===== src/rtl/systolic_feeder.sv =====
// -----------------------------------------------------------------------------
// systolic_feeder
//
// Front-end driver for the 4x4 systolic multiplier array. Matrix A (row
// operands) and matrix B (column operands) are loaded one element at a time
// through a word-write port while idle. A start request produces a one-cycle
// clear pulse for the array accumulators. It then streams the diagonally skewed
// operands on the array's left and top edges, and finally pulses done once the
// array holds C = A x B.
//
// Ports:
//   clk_i      clock, all logic on the rising edge
//   rst_i      synchronous active-high reset (clears FSM and operand storage)
//   wr_en_i    write one matrix element this cycle (honoured only when idle)
//   wr_sel_i   0 = matrix A, 1 = matrix B
//   wr_row_i   element row index
//   wr_col_i   element column index
//   wr_data_i  element value
//   start_i    begin a multiply run (honoured only when idle)
//   busy_o     high from CLEAR through DONE
//   arr_clr_o  one-cycle clear for the array accumulators
//   left_o     lane r at [r*DW +: DW], feeds array left input of row r
//   up_o       lane c at [c*DW +: DW], feeds array top input of column c
//   valid_o    high during every STREAM cycle
//   done_o     one-cycle pulse, array results are final
// -----------------------------------------------------------------------------
module systolic_feeder #(
  parameter int DW = 32,
  parameter int N  = 4
) (
  input  logic            clk_i,
  input  logic            rst_i,
  input  logic            wr_en_i,
  input  logic            wr_sel_i,
  input  logic [1:0]      wr_row_i,
  input  logic [1:0]      wr_col_i,
  input  logic [DW-1:0]   wr_data_i,
  input  logic            start_i,
  output logic            busy_o,
  output logic            arr_clr_o,
  output logic [N*DW-1:0] left_o,
  output logic [N*DW-1:0] up_o,
  output logic            valid_o,
  output logic            done_o
);

  // The stream phase runs t = 0 .. 3N-3. The last N-1 cycles are all-zero
  // flush cycles that let the final operands walk to the far corner.
  localparam int            TW     = $clog2(3*N-2);
  localparam logic [TW-1:0] T_LAST = TW'(3*N-3);

  typedef enum logic [1:0] {
    S_IDLE,
    S_CLEAR,
    S_STREAM,
    S_DONE
  } state_t;

  state_t          r_state;
  state_t          w_stateNext;
  logic [TW-1:0]   r_t;
  logic [TW-1:0]   w_tNext;
  logic            w_streamNext;

  logic [DW-1:0]   r_matA [N][N];
  logic [DW-1:0]   r_matB [N][N];

  logic [N*DW-1:0] r_left;
  logic [N*DW-1:0] r_up;
  logic [N*DW-1:0] w_leftNext;
  logic [N*DW-1:0] w_upNext;

  logic            r_busy;
  logic            r_clr;
  logic            r_valid;
  logic            r_done;

  // Operand storage. Writes only land while idle, so the operands cannot
  // change underneath a run. A write in the same idle cycle as start_i
  // commits at that edge. The lanes for t=0 are computed one cycle later,
  // during CLEAR, so that run already sees the new value.
  always_ff @(posedge clk_i) begin
    if (rst_i) begin
      r_matA <= '{default: '0};
      r_matB <= '{default: '0};
    end else if (wr_en_i && (r_state == S_IDLE)) begin
      if (wr_sel_i) begin
        r_matB[wr_row_i][wr_col_i] <= wr_data_i;
      end else begin
        r_matA[wr_row_i][wr_col_i] <= wr_data_i;
      end
    end
  end

  // State and stream-cycle counter registers.
  always_ff @(posedge clk_i) begin
    if (rst_i) begin
      r_state <= S_IDLE;
      r_t     <= '0;
    end else begin
      r_state <= w_stateNext;
      r_t     <= w_tNext;
    end
  end

  // Next-state logic. The counter is reloaded to zero whenever it is not
  // actively stepping through the stream, so every run starts cleanly at t=0.
  always_comb begin
    w_stateNext = r_state;
    w_tNext     = '0;
    case (r_state)
      S_IDLE: begin
        if (start_i) begin
          w_stateNext = S_CLEAR;
        end
      end
      S_CLEAR: begin
        w_stateNext = S_STREAM;
      end
      S_STREAM: begin
        if (r_t == T_LAST) begin
          w_stateNext = S_DONE;
        end else begin
          w_tNext = r_t + 1'b1;
        end
      end
      S_DONE: begin
        w_stateNext = S_IDLE;
      end
      default: begin
        w_stateNext = S_IDLE;
      end
    endcase
  end

  assign w_streamNext = (w_stateNext == S_STREAM);

  // Skew generation. All outputs are registered, so the lanes are computed
  // from the state and counter the machine is about to enter. Row lane g
  // and column lane g share the same diagonal offset t-g. The row lane picks
  // A[g][t-g] and the column lane picks B[t-g][g]. Lanes stay zero outside
  // the 0..N-1 window and whenever the next state is not STREAM.
  for (genvar g = 0; g < N; g++) begin : g_lane
    logic [TW-1:0] w_off;
    logic          w_hit;

    assign w_off = w_tNext - TW'(g);
    assign w_hit = w_streamNext && (w_tNext >= TW'(g)) && (w_off < TW'(N));

    assign w_leftNext[g*DW +: DW] = w_hit ? r_matA[g][w_off[1:0]] : '0;
    assign w_upNext[g*DW +: DW]   = w_hit ? r_matB[w_off[1:0]][g] : '0;
  end

  // Output registers. The status flags decode the upcoming state, so each
  // flag lines up with the cycle in which the FSM sits in that state.
  always_ff @(posedge clk_i) begin
    if (rst_i) begin
      r_left  <= '0;
      r_up    <= '0;
      r_busy  <= 1'b0;
      r_clr   <= 1'b0;
      r_valid <= 1'b0;
      r_done  <= 1'b0;
    end else begin
      r_left  <= w_leftNext;
      r_up    <= w_upNext;
      r_busy  <= (w_stateNext != S_IDLE);
      r_clr   <= (w_stateNext == S_CLEAR);
      r_valid <= w_streamNext;
      r_done  <= (w_stateNext == S_DONE);
    end
  end

  assign left_o    = r_left;
  assign up_o      = r_up;
  assign busy_o    = r_busy;
  assign arr_clr_o = r_clr;
  assign valid_o   = r_valid;
  assign done_o    = r_done;

endmodule


===== config.mk =====
export PLATFORM = sky130hd
export DESIGN_NAME = systolic_feeder
export DESIGN_NICKNAME = d
export VERILOG_FILES = /design/src/rtl/systolic_feeder.sv
export SDC_FILE = /design/constraint.sdc
export NUM_CORES = 2
export LEC_CHECK = 0
export CAP_MARGIN = 20
export CORE_MARGIN = 2
export CORE_UTILIZATION = 55
export DETAILED_ROUTE_END_ITERATION = 12
export PLACE_DENSITY = 0.82
export SKIP_LAST_GASP = 1
export SYNTH_ARGS = -nofsm -noshare
export SYNTH_HDL_FRONTEND = slang
export SYNTH_SLANG_ARGS = --single-unit
export TNS_END_PERCENT = 5

===== constraint.sdc =====
create_clock -name clk_i -period 4.5 [get_ports clk_i]
set_input_delay 1.35 -clock clk_i [delete_from_list [all_inputs] [get_ports clk_i]]
set_output_delay 1.35 -clock clk_i [all_outputs]
set_load 0.005 [all_outputs]

-- Word level (Yosys, flattened, before mapping)
Cells that the tools add are included.
- memories kept: 0
- bits of input ports: 41
- bits in latches: 0
- ROM bits: 0
- bits in writable memories: 0
- flip-flop bits (word level): 1290
- output and inout bits: 260
- equal/unequal tests: 7
- multipliers: 0
- bitwise logic cells: 11
- shift-type cells: 0
- div/mod/pow operators: 0
- add/sub/neg operators: 4
- $lt $le $gt $ge: 16
- reductions and logical operators: 19
- mux-type cells: 35
- operators by type and width (operator ; number):
    128-bit binary-select mux with 2-bit select ; 4
    512-bit bitwise mux ; 2
    128-bit two-way mux ; 3
    32-bit two-way mux ; 11
    32-bit binary-select mux with 2-bit select ; 4
    128-bit demux with 2-bit select ; 1
    96-bit two-way mux ; 2
    64-bit two-way mux ; 2
    32-bit demux with 2-bit select ; 1
    3-bit greater-or-equal comparator, second input constant ; 6
    2-bit NOT with 3-bit output ; 6
    4-bit by 3-bit < comparator with 1-bit output, second input constant ; 4
    1-bit logical AND ; 11
    2-bit == test, second input constant ; 4
    4-bit by 1-bit greater-or-equal comparator with 1-bit output, second input constant ; 2
    4-bit by 2-bit greater-or-equal comparator with 1-bit output, second input constant ; 2
    4-bit two-way mux ; 2
    2-bit case mux with 4 select lines ; 1
    2-bit OR reduction ; 4
    4-bit by 2-bit subtractor with 4-bit output, second input constant ; 2
    3-bit by 1-bit < comparator with 1-bit output, second input constant ; 2
    1-bit NOT ; 5
    4-bit by 1-bit adder with 4-bit output, second input constant ; 1
    2-bit by 1-bit == test with 1-bit output, second input constant ; 2
    6 further kinds ; 8

-- Longest topological paths before layout
- depth after elaboration: 8
- gate-level depth with buffers: 14

-- Worst setup path before layout
Ideal clock, no wire load.
- path kind: reg2reg
- start: register r_t[0]
- end: register r_left[33], in the netlist left_o[33]
- arrival time: 3.118 ns
- clock period less this slack: 3.236 ns
- setup slack: 1.264 ns
- data required time: 4.382 ns
- cell stages (with the launch flop): 11
- path buffers: 4
- path through: dfxtp_1 > ha_1 > and3b_1 > nor3b_2 > buf_2 > buf_2 > ha_1 > buf_2 > buf_1 > mux4_2 > nor2b_1
- longest elaborated chain between the ends: 8
- elaborated cells between the ends (all ways): 18
- classes of those cells: add/sub (2); order compare (2); eq/ne (2); mux (7); bitwise (2); reduce/logical (3)
- RTL lines (what ; RTL line ; source):
    from (decl) ; 61 ; logic [TW-1:0] r_t;
    from (signal assigned) ; 102 ; r_t <= w_tNext;
    4-bit by 1-bit adder with 4-bit output or 4-bit == test (tied branches) ; 124, 121 ;
    4-bit two-way mux (*) ; 121 ; if (r_t == T_LAST) begin
    4-bit two-way mux (*) ; 111 ; case (r_state)
    net g_lane[0].w_off[1] ; 144 ; logic [TW-1:0] w_off;
    4-bit by 1-bit subtractor with 4-bit output or 4-bit by 1-bit greater-or-equal comparator with 1-bit output (tied branches) ; 147, 148 ;
    4-bit by 3-bit < comparator with 1-bit output (tied with other cells) ; 148 ; assign w_hit = w_streamNext && (w_tNext >= TW'(g)) && (w_off < TW'(N));
    1-bit logical AND or 32-bit binary-select mux with 2-bit select (tied branches) ; 148, 150 ;
    1-bit NOT (no source line) or 32-bit two-way mux (tied branches) ; n/a ;
    2-bit OR reduction (no source line) or 32-bit two-way mux (tied branches) ; n/a ;
    to (signal assigned) ; 165 ; r_left <= w_leftNext;
    to (decl) ; 68 ; logic [N*DW-1:0] r_left;
Mark *: on every way through the listed nets, which the timed path passes. The rest lies on a longest branch. The select of a mux whose other input is x is not followed.
A chain may end at the register's enable or synchronous reset.

-- Worst setup path in the final report
- start: register r_t[0]
- end: register r_up[93], in the netlist up_o[93]
- longest elaborated chain between the ends: 8
- elaborated cells between the ends (all ways): 18
- classes of those cells: add/sub (2); order compare (2); eq/ne (2); mux (7); bitwise (2); reduce/logical (3)
- RTL lines (what ; RTL line ; source):
    4-bit by 1-bit adder with 4-bit output or 4-bit == test (tied branches) ; 124, 121 ;
    4-bit two-way mux or 2-bit two-way mux (tied branches) ; 121 ;
    4-bit two-way mux or 2-bit case mux with 4 select lines (tied branches) ; 111 ;
    4-bit by 2-bit subtractor with 4-bit output (tied with other cells) ; 147 ; assign w_off = w_tNext - TW'(g);
    4-bit by 3-bit < comparator with 1-bit output (tied with other cells) ; 148 ;
    1-bit logical AND or 128-bit binary-select mux with 2-bit select (tied branches) ; 148, 151 ;
    1-bit NOT (no source line) or 64-bit two-way mux (tied branches) ; n/a ;
    2-bit OR reduction (no source line) or 64-bit two-way mux (tied branches) ; n/a ;
    to (signal assigned) ; 166 ; r_up <= w_upNext;
    to (decl) ; 69 ; logic [N*DW-1:0] r_up;
Several ways; a longest one is shown, not always the timed one. The select of a mux whose other input is x is not followed.

==> run_results.csv <==
group,metric,value,unit
cells_and_area,layout-drive-gt1-share,8.58,%
die,ios,301,
die,die_area,90700,sq um
sta,rsz0062_at_grt,"no",
setup_path,crit_type,"flop to flop",
die,core_area,87200,sq um
sta,setup_tns,0,ns
routing,vias,42500,
clock_network,cts_sinks,1290,
clock_network,clkLatencyLatePin,0.74,ns
global_route,grt_usage,32.3,%
setup_path,crit_path_start,"r_t[0]$_SDFF_PP0_",
sta,period_share,79.0,%
yosys,synth.most_common_cell,"nand2_1",
routing,viasPerCell,5.94,
sta,period_needed,3.56,ns
place,io_buffer_count,300,
sta,worst_slew_pin_slew,1.19,ns
yosys,synth_edf_count,0,
sta,fmax,281,MHz
yosys,synthArstFlopShare,0,%
sta,hold_violations,0,
yosys,syn_inst,5909,
global_route,grt_max_degree,240,
global_route,first_global_vias,41100,
clock_network,cts_tree,"yes",
cells_and_area,area_growth,15.6,%
yosys,netlist_area,48600,sq um
clock_network,cts_max_level,4,
yosys,synth.distinct_cells,42,
cells_and_area,layout.nets,5949,
power,power.leakage,18.6,nW
place,place_congestion,0.833,
sta,slew_viol_final,0,
setup_path,worst_setup_path_end_kind,"flop",
routing,dr.pass1.iters,6,
die,rows,108,
yosys,yosysTopAreaCellShare,53.2,%
setup_path,arrival,4.20,ns
clock_network,clk_pin_slew_worst_paths,0.06,ns
clock_network,clock_path_buffers,3,
worst_hold_path,min_from,"r_matA[278]$_SDFFE_PP0P_",
status,status,"complete, no violations",
setup_path,rr_startpoint,"r_t[0]$_SDFF_PP0_",
power,power_density,465,nW/um^2
global_route,grt_antenna_before_repair,12,
sta,slew_headroom,20.4,%
setup_path,cp_data_required_time,5.14,ns
die,start_util,55.7,%
clock_network,cts_resized,0,
yosys,ys_ff_latch,1290,
global_route,gr-total-overflow,0,
clock_network,numCtsBuffers,131,
sta,clock_skew,0.0344,ns
clock_network,post-cts-setup-buffers,0,
die,dieWidth,301,microns
sta,setup_slack,0.945,ns
routing,drc_errors,0,
place,place_ws,0.580,ns
routing,drt_wl_total,150,mm
routing,drtIter0Drc,5595,
yosys,synth_commonest_cells,"2277 x nand2_1, 1290 x dfxtp_1, 1155 x a21oi_1, 474 x clkbuf_1, 131 x and3_1",
yosys,yosys_warnings,0,
yosys,synthTopCellsByArea,"dfxtp_1 53%, nand2_1 18%, a21oi_1 12%",
yosys,yosysTopAreaCell,"dfxtp_1",
die,die_height,301,microns
setup_path,start_kind,"flop",
yosys,syn_avg_cell_area,8.22,sq um
yosys,syn-num-nets,5959,
place,post-dp-hpwl,82.5,mm
yosys,ys.flop_type,"dfxtp_1",
flow_run,drv_cap,0,
global_route,grt_pass1_wl,229,mm
power,ir_drop,0.000386,V
worst_hold_path,hold_class,"flop to flop",
clock_network,cts_hold_buf,0,
routing,avgRoutedWirePerCell,21.0,microns
sta,finalSetupViolations,0,
yosys,ys_seq_area_share,53.2,%
clock_network,clockRootBuffer,"clkbuf_16",
routing,drtAntennaViolNets,0,
setup_path,cp_max_fo,65,
## worst paths after layout
| path | slack, ns | end | cells past startpoint |
|---|---|---|---|
| setup reg to reg | 0.94 | up_o[93]$_SDFF_PP0_ | 8 |
| hold reg to reg | 0.45 | r_matA[278]$_SDFFE_PP0P_ | 2 |
| hold / removal | 0.45 | r_matA[278]$_SDFFE_PP0P_ | 2 |
| setup / recovery | 0.94 | up_o[93]$_SDFF_PP0_ | 8 |
## routing by layer
layer,track usage [%],vias up,routed length (microns)
met4,19.8,6,9030
met5,0,-,43
li1,-,19600,-
met2,50.5,2381,67800
met1,40.5,20100,56800
met3,7.53,406,16300
## critical path, stage by stage (launching register included)
cell      delay (ns)
dfxtp_1         0.41
ha_1            0.31
and3b_1         0.24
nor3b_4         0.38
buf_4           0.81
a221oi_2        0.10
o21ai_4         0.65
buf_4           0.34
and3_1          0.22
## area by class of cell
class | count | area [sq um]
Tap cell | 1155 | 1450
Sequential cell | 1290 | 25800
Inverter | 7 | 31.3
Fill cell | 6902 | 31000
Clock inverter | 42 | 531
Multi-Input combinational cell | 4064 | 20700
Timing Repair Buffer | 405 | 3830
Clock buffer | 184 | 3800
Antenna cell | 11 | 27.5
## cell families (layout without fill, tap and decap cells)
group,Yosys count,after routing,synth area share [%]
muxes,128,128,5.94
AOI/OAI and AO/OA,1357,1357,14.9
other,0,11,0
DFF,1290,1290,53.2
adders and majority gates,9,9,0.232
buffers and inverters,555,638,4.58
and+or+nand+nor,2570,2570,21.2
## registers in the layout, summed over array words and instances (netlist names)
register / count
r_matB: 512
up_o: 128
r_state: 2
left_o: 128
r_t: 4
valid_o: 1
busy_o: 1
arr_clr_o: 1
r_matA: 512
done_o: 1
## where the power goes
part	switching, W	internal, W	leakage, nW
Sequential	0.000108	0.0116	10.4
Combinational	0.00232	0.00116	6.07
Clock	0.00453	0.00643	2.14
Total	0.00695	0.0192	18.6
## layout by cell type, fill, tap and decap left out, drive strengths merged, types with 64 or more instances in the layout
cell type	instances
nand2	2277
dfxtp	1290
a21oi	1155
clkdlybuf4s50	268
clkbuf	184
buf	137
and3	131
o22ai	128
mux4	128
nor2b	70
a311oi	64
## per-stage QoR
stage | cells | util [%] | hold WS (ns) | power [W] | cell area [sq um]
5_1_grt | 7151 | 64.4 | 0.466 | 0.0268 | 56100
6_report | 7158 | 64.4 | 0.451 | 0.0261 | 56100
3_3_place_gp | 6920 | 59.4 | 0.438 | 0.0153 | 51800
2_1_floorplan | 5909 | - | 0.433 | 0.0141 | 48600
3_5_place_dp | 6920 | 59.4 | 0.443 | 0.0153 | 51800
4_1_cts | 7146 | 64.4 | 0.452 | 0.0261 | 56100
(Power assumes the default switching activity.)
